### config.mk
export PLATFORM = sky130hd
export DESIGN_NAME = iter_alu_core_flat
export DESIGN_NICKNAME = d
export VERILOG_FILES = /design/src/rtl/iter_alu_if.sv /design/src/rtl/iter_alu_core.sv /design/src/flat_wrapper.sv
export SDC_FILE = /design/constraint.sdc
export NUM_CORES = 2
export LEC_CHECK = 0
export CAP_MARGIN = 30
export CORE_MARGIN = 5
export CORE_UTILIZATION = 45
export DETAILED_ROUTE_END_ITERATION = 7
export GPL_ROUTABILITY_DRIVEN = 0
export PLACE_DENSITY = 0.73
export SYNTH_ARGS = -nofsm -noshare
export SYNTH_HDL_FRONTEND = slang
export SYNTH_SLANG_ARGS = --single-unit
### constraint.sdc
create_clock -name clk -period 4.73 [get_ports clk]
set_input_delay 1.1825 -clock clk [delete_from_list [all_inputs] [get_ports clk]]
set_output_delay 1.1825 -clock clk [all_outputs]
set_load 0.1 [all_outputs]
### src/rtl/iter_alu_if.sv
// iter_alu_if: request/answer bundle between the chip pad ring and iter_alu_core
interface iter_alu_if #(parameter int WIDTH = 64);
  logic             enable;
  logic [WIDTH-1:0] operand_1;
  logic [WIDTH-1:0] operand_2;
  logic [2:0]       mode;
  logic [WIDTH-1:0] result;
  logic             done;
  logic             busy;
  logic             error;
  modport master (output enable, operand_1, operand_2, mode, input result, done, busy, error);
  modport slave  (input enable, operand_1, operand_2, mode, output result, done, busy, error);
endinterface

### src/rtl/iter_alu_core.sv
// iter_alu_core: multi-cycle unsigned ALU with shift-add multiply and restoring divide
module iter_alu_core #(
  parameter int WIDTH    = 64,
  parameter int MUL_BITS = 1
) (
  input  logic        clk,
  input  logic        rst_n,
  iter_alu_if.slave   bus
);
  typedef enum logic [1:0] {IDLE, ALU, MUL, DIV} state_t;
  localparam int CW = $clog2(WIDTH) + 1;
  localparam logic [CW-1:0] MUL_LAST = CW'(WIDTH / MUL_BITS - 1);
  localparam logic [CW-1:0] DIV_LAST = CW'(WIDTH - 1);
  state_t                 state_q, state_d;
  logic [2:0]             mode_q, mode_d;
  logic [WIDTH-1:0]       m_q, m_d, result_q, result_d;
  logic [2*WIDTH-1:0]     acc_q, acc_d;
  logic [CW-1:0]          cnt_q, cnt_d;
  logic                   dz_q, dz_d, done_q, done_d, error_q, error_d;
  logic [WIDTH+MUL_BITS-1:0] part, msum;
  logic [2*WIDTH-1:0]     mul_nx, div_nx;
  logic [WIDTH:0]         shifted, diff;
  logic [WIDTH-1:0]       alu_val;
  logic                   b_zero, is_mul, is_div;
  // acc holds {partial product, remaining multiplier} for MUL and {remainder, dividend/quotient} for DIV
  always_comb begin
    part = '0;
    for (int i = 0; i < MUL_BITS; i++)
      if (acc_q[i]) part = part + ((WIDTH+MUL_BITS)'(m_q) << i);
    msum    = {{MUL_BITS{1'b0}}, acc_q[2*WIDTH-1:WIDTH]} + part;
    mul_nx  = {msum, acc_q[WIDTH-1:MUL_BITS]};
    shifted = {acc_q[2*WIDTH-1:WIDTH], acc_q[WIDTH-1]};
    diff    = shifted - {1'b0, m_q};
    div_nx  = {diff[WIDTH] ? shifted[WIDTH-1:0] : diff[WIDTH-1:0], acc_q[WIDTH-2:0], ~diff[WIDTH]};
  end
  always_comb begin
    b_zero  = bus.operand_2 == '0;
    is_mul  = bus.mode[2:1] == 2'b01;
    is_div  = bus.mode[2:1] == 2'b10 && !b_zero;
    alu_val = bus.mode == 3'd0 ? bus.operand_1 + bus.operand_2 :
              bus.mode == 3'd1 ? bus.operand_1 - bus.operand_2 :
              bus.mode == 3'd6 ? bus.operand_1 & bus.operand_2 :
              bus.mode == 3'd7 ? bus.operand_1 ^ bus.operand_2 :
              bus.mode == 3'd4 ? {WIDTH{1'b1}} : bus.operand_1;
  end
  always_comb begin
    state_d  = state_q;
    mode_d   = mode_q;
    m_d      = m_q;
    acc_d    = acc_q;
    cnt_d    = cnt_q;
    dz_d     = dz_q;
    result_d = result_q;
    error_d  = error_q;
    done_d   = 1'b0;
    case (state_q)
      IDLE: if (bus.enable) begin
        mode_d  = bus.mode;
        error_d = 1'b0;
        dz_d    = bus.mode[2:1] == 2'b10 && b_zero;
        cnt_d   = is_mul ? MUL_LAST : DIV_LAST;
        m_d     = is_mul ? bus.operand_1 : bus.operand_2;
        acc_d   = {{WIDTH{1'b0}}, is_mul ? bus.operand_2 : is_div ? bus.operand_1 : alu_val};
        state_d = is_mul ? MUL : is_div ? DIV : ALU;
      end
      ALU: begin
        result_d = acc_q[WIDTH-1:0];
        error_d  = dz_q;
        done_d   = 1'b1;
        state_d  = IDLE;
      end
      MUL: begin
        acc_d = mul_nx;
        cnt_d = cnt_q - 1'b1;
        if (cnt_q == '0) begin
          result_d = mode_q[0] ? mul_nx[2*WIDTH-1:WIDTH] : mul_nx[WIDTH-1:0];
          done_d   = 1'b1;
          state_d  = IDLE;
        end
      end
      default: begin
        acc_d = div_nx;
        cnt_d = cnt_q - 1'b1;
        if (cnt_q == '0) begin
          result_d = mode_q[0] ? div_nx[2*WIDTH-1:WIDTH] : div_nx[WIDTH-1:0];
          done_d   = 1'b1;
          state_d  = IDLE;
        end
      end
    endcase
  end
  always_ff @(posedge clk or negedge rst_n) begin
    if (!rst_n) begin
      state_q  <= IDLE;
      mode_q   <= '0;
      m_q      <= '0;
      acc_q    <= '0;
      cnt_q    <= '0;
      dz_q     <= 1'b0;
      result_q <= '0;
      done_q   <= 1'b0;
      error_q  <= 1'b0;
    end else begin
      state_q  <= state_d;
      mode_q   <= mode_d;
      m_q      <= m_d;
      acc_q    <= acc_d;
      cnt_q    <= cnt_d;
      dz_q     <= dz_d;
      result_q <= result_d;
      done_q   <= done_d;
      error_q  <= error_d;
    end
  end
  assign bus.result = result_q;
  assign bus.done   = done_q;
  assign bus.busy   = state_q != IDLE;
  assign bus.error  = error_q;
endmodule

### src/flat_wrapper.sv
// flat-port wrapper written by rule: the top's interface ports become plain ports
module iter_alu_core_flat 
#(
  parameter int WIDTH    = 64,
  parameter int MUL_BITS = 1
)
  (clk, rst_n, bus_enable, bus_operand_1, bus_operand_2, bus_mode, bus_result, bus_done, bus_busy, bus_error);
  iter_alu_if #(.WIDTH(WIDTH)) bus_i ();
  input  logic clk;
  input  logic rst_n;
  input wire logic [$bits(bus_i.enable)-1:0] bus_enable;
  input wire logic [$bits(bus_i.operand_1)-1:0] bus_operand_1;
  input wire logic [$bits(bus_i.operand_2)-1:0] bus_operand_2;
  input wire logic [$bits(bus_i.mode)-1:0] bus_mode;
  output wire logic [$bits(bus_i.result)-1:0] bus_result;
  output wire logic [$bits(bus_i.done)-1:0] bus_done;
  output wire logic [$bits(bus_i.busy)-1:0] bus_busy;
  output wire logic [$bits(bus_i.error)-1:0] bus_error;
  assign bus_i.enable = bus_enable;
  assign bus_i.operand_1 = bus_operand_1;
  assign bus_i.operand_2 = bus_operand_2;
  assign bus_i.mode = bus_mode;
  assign bus_result = bus_i.result;
  assign bus_done = bus_i.done;
  assign bus_busy = bus_i.busy;
  assign bus_error = bus_i.error;
  iter_alu_core #(.WIDTH(WIDTH), .MUL_BITS(MUL_BITS)) u_core (.clk(clk), .rst_n(rst_n), .bus(bus_i));
endmodule
==> flow_summary_export.csv <==
group,metric,value,unit
critical_path,cp_top_delay_family,"compound AO/OA/AOI/OAI gates",
clock_tree,numCtsBuffers,30,
sta,unrepaired_setup_endpoints_after_global_routing,"false",
hold_path,hold-path-cell-count,2,
synth,synthesis.instances,4761,
hold_path,hold_path_class,"reg -> reg",
route,routed_via_density,6.65,
cells_and_area,fillCellCount,6881,
sta,final_min_period_over_clock_period,98.8,%
power_and_ir_drop,vdd_drop_max,0.000679,V
cells_and_area,multi_input_area,25000,sq um
critical_path,crit_required,5.21,ns
power_and_ir_drop,power.internal,14.1,mW
synth,yosysMostFrequentCell,"nor2_1",
placed_design,place_area,40200,sq um
clock_tree,ctsHoldBuffers,0,
critical_path,worstSetupPathDepth,17,
critical_path,critical_path_arrival,5.15,ns
clock_tree,cts-htree-levels,1,
synth,number_of_library_cell_types_mapped_by_synthesis,100,
synth,ys_async_sr_fraction,100,%
synth,sequential_share_of_the_synthesized_area,19.9,%
job,max-cap-violations,0,
cells_and_area,final_util,55.5,%
sta,finalHoldViolCount,0,
placed_design,place_hpwl,114,mm
grt,grt_util_all_layers,34.1,%
sta,worst_clock_skew_on_the_final_layout,0.0214,ns
sta,minimum_clock_period,4.67,ns
clock_tree,cts.reportedPaths.clkPinSlew,0.07,ns
critical_path,cp_num_buf_inv,4,
cells_and_area,post_layout_nets,5598,
clock_tree,cts_num_sinks,269,
synth,postSynthRegisterBits,269,
floorplan,fp.dieArea,80900,sq um
sta,slew_violations,0,
cells_and_area,ff_latch_area,6740,sq um
floorplan,initial_core_util,45.4,%
sta,worst_pin_slew,1.03,ns
critical_path,timing.critical_path.cells,"clkdlybuf4s50_1 > buf_4 > buf_4 > ha_1 > nand3b_1 > a21oi_1 > o21ai_1 > o311ai_2 > o211ai_1 > buf_4 > a2111oi_2 > a31oi_1 > o2111ai_1 > o41ai_1 > xor2_1 > o211ai_1 > o211ai_1",
grt,globalRouteOverflowTotal,0,
grt,grt_start_max_net_pins,117,
grt,global_route_wire_length_before_repair,223,mm
critical_path,setup.worst_path.start_class,"input pin",
floorplan,num_io_pins,201,
route,via_count,41200,
clock_tree,cts_tree,"yes",
power_and_ir_drop,power.total,32.5,mW
clock_tree,clock_latency,0.60,ns
synth,synth_top_cell_by_area,"dfrtp_1",
floorplan,die_height,284,um
route,routed_length_per_placed_instance,23.8,um
floorplan,die-width,284,um
cells_and_area,layout-area-overhead-vs-synth,22.1,%
synth,ys_top_cells_by_count,"nor2_1, nand2_1, a21oi_1, o21ai_0, dfrtp_1",
route,route.detailed.drc,3,
grt,grt_antenna_before_repair,1,
run_status,status,"finished with violations",
placed_design,buffer_ports.inserted,200,
route,dr.pass1.iters,8,
route,routed_wirelength,147,mm
synth,synthesis.nets,5159,
run_status,failed_checks,"DRC",
cells_and_area,design_area,41400,sq um
power_and_ir_drop,pwr-share-clk,8.3,%
power_and_ir_drop,static-leakage-power,18.2,nW
synth,synth_area_leaders,"dfrtp_1, ha_1, a21oi_1",
critical_path,worst_r2r_path_depth,17,
synth,yosysWarningCount,0,
grt,vias_in_the_first_global_route,38100,
critical_path,crit_path_max_incr_delay,0.46,ns
critical_path,cp_slowest_cell,"o2111ai_1",
route,ant_nets,0,
sta,setup_viol,0,
critical_path,peak_fanout_along_the_critical_path,4,
floorplan,fp-row-count,100,
synth,synth_edf_count,0,
synth,yosysTopAreaCellShare,19.9,%
sta,achievable-frequency,214,MHz
power_and_ir_drop,power.net_switching,18.4,mW
critical_path,endpoint_kind,"register",
synth,synth.avg_cell_area,7.12,sq um
power_and_ir_drop,powerDensity,786,nW/um^2
power_and_ir_drop,combinationalPowerShare,75.0,%
power_and_ir_drop,p_sw_share,56.7,%
clock_tree,clock_path_buffers,3,
synth,synthesis.area,33900,sq um
clock_tree,clock-root-buffer,"clkbuf_16",
route,drt_iter0_drc,6357,
power_and_ir_drop,seq_power_share,16.7,%
sta,max-slew-margin-rel,30.9,%
cells_and_area,drive_gt1_share,13.8,%
synth,yosys_most_used_dff,"dfrtp_1",
floorplan,fp.coreArea,74600,sq um
critical_path,critical_path_class,"in -> reg",
[cells in the final DEF, fill, tap and decap left out, drive strengths merged, types with 80 or more instances in the layout]
| cell type | instances |
|---|---|
| buf | 550 |
| a21oi | 528 |
| nor2 | 524 |
| nand2 | 523 |
| o21ai | 378 |
| dfrtp | 269 |
| ha | 260 |
| inv | 250 |
| clkdlybuf4s50 | 195 |
| xnor2 | 126 |
| a31oi | 124 |
| a221oi | 109 |
| a21o | 93 |
| and2 | 85 |
| mux2i | 80 |
[per-layer routing]
metal  vias up  track usage (%)  share of wire [%]
met5         -                0                  0
met4         0             17.1                6.3
met1     18900             47.3                 39
li1      18400                -                  -
met3       550             9.44                 16
met2      3353             48.6                 40
[metrics by stage]
| stage | std cells | setup TNS [ns] | hold WS (ns) | setup slack, ns |
|---|---|---|---|---|
| after CTS | 6191 | 0 | 0.494 | 0.0730 |
| after detailed placement | 6136 | -9.48 | 0.477 | -0.539 |
| after global routing | 6193 | 0 | 0.507 | 0.000858 |
| after floorplan | 4761 | 0 | 0.473 | 0.463 |
| final | 6193 | 0 | 0.496 | 0.0565 |
| after global placement | 6133 | -7.04 | 0.465 | -0.447 |
[logic make-up after synthesis]
group / synth area share, %
compound gates: 35.7
simple gates: 20.4
buf+inv: 6.77
flops: 19.9
fa+ha+maj: 9.83
xor+xnor: 4.54
mux: 2.89
[cell type report]
| class | count | area share, % |
|---|---|---|
| Clock buffer | 31 | 1.88 |
| Tap cell | 969 | 2.93 |
| Inverter | 252 | 2.29 |
| Multi-Input combinational cell | 3902 | 60.5 |
| Timing Repair Buffer | 745 | 15.4 |
| Clock inverter | 24 | 0.792 |
| Sequential cell | 269 | 16.3 |
| Antenna cell | 1 | 0.00605 |
[what timing repair did]
item                                    4_1_cts  5_1_grt
endpoints found under the setup margin        0       20
buffers inserted                              0        1
gates resized for setup                       0        8
[path summary, 6_finish.rpt]
kind	startpoint	to	slack [ns]
worst max-delay path	bus_operand_2[0]	u_core.acc_q[63]	0.06
worst min register to register	u_core.bus.result[9]	u_core.bus.result[9]	0.50
max in group asynchronous	rst_n	u_core.mode_q[0]	3.14
worst min-delay path	u_core.bus.result[9]	u_core.bus.result[9]	0.50
worst max register to register	u_core.acc_q[63]	u_core.acc_q[88]	0.15
min in group asynchronous	rst_n	u_core.acc_q[71]	0.56
[registers in the layout, summed over array words and instances (netlist names)]
name	count
u_core.acc_q	128
u_core.bus.done	1
u_core.bus.error	1
u_core.bus.result	64
u_core.cnt_q	7
u_core.dz_q	1
u_core.m_q	64
u_core.mode_q	1
u_core.state_q	2
[power groups by stage]
stage	logic (mW)	registers [mW]	clock network (mW)
2_1_floorplan	14.8	6.20	0
3_3_place_gp	23.0	5.23	0
3_5_place_dp	23.4	5.26	0
4_1_cts	23.6	5.23	2.68
5_1_grt	26.0	5.44	2.77
6_report	24.4	5.44	2.68
[worst reg2reg max path, delay by kind of cell (launching register included)]
kind | cells | cell delay (ns)
buf+inv | 3 | 0.69
simple gates | 2 | 0.32
compound gates | 8 | 1.59
fa+ha+maj | 2 | 0.71
xor+xnor | 1 | 0.37
flops | 1 | 0.35
mux | 1 | 0.41
(Power assumes the default switching activity.)
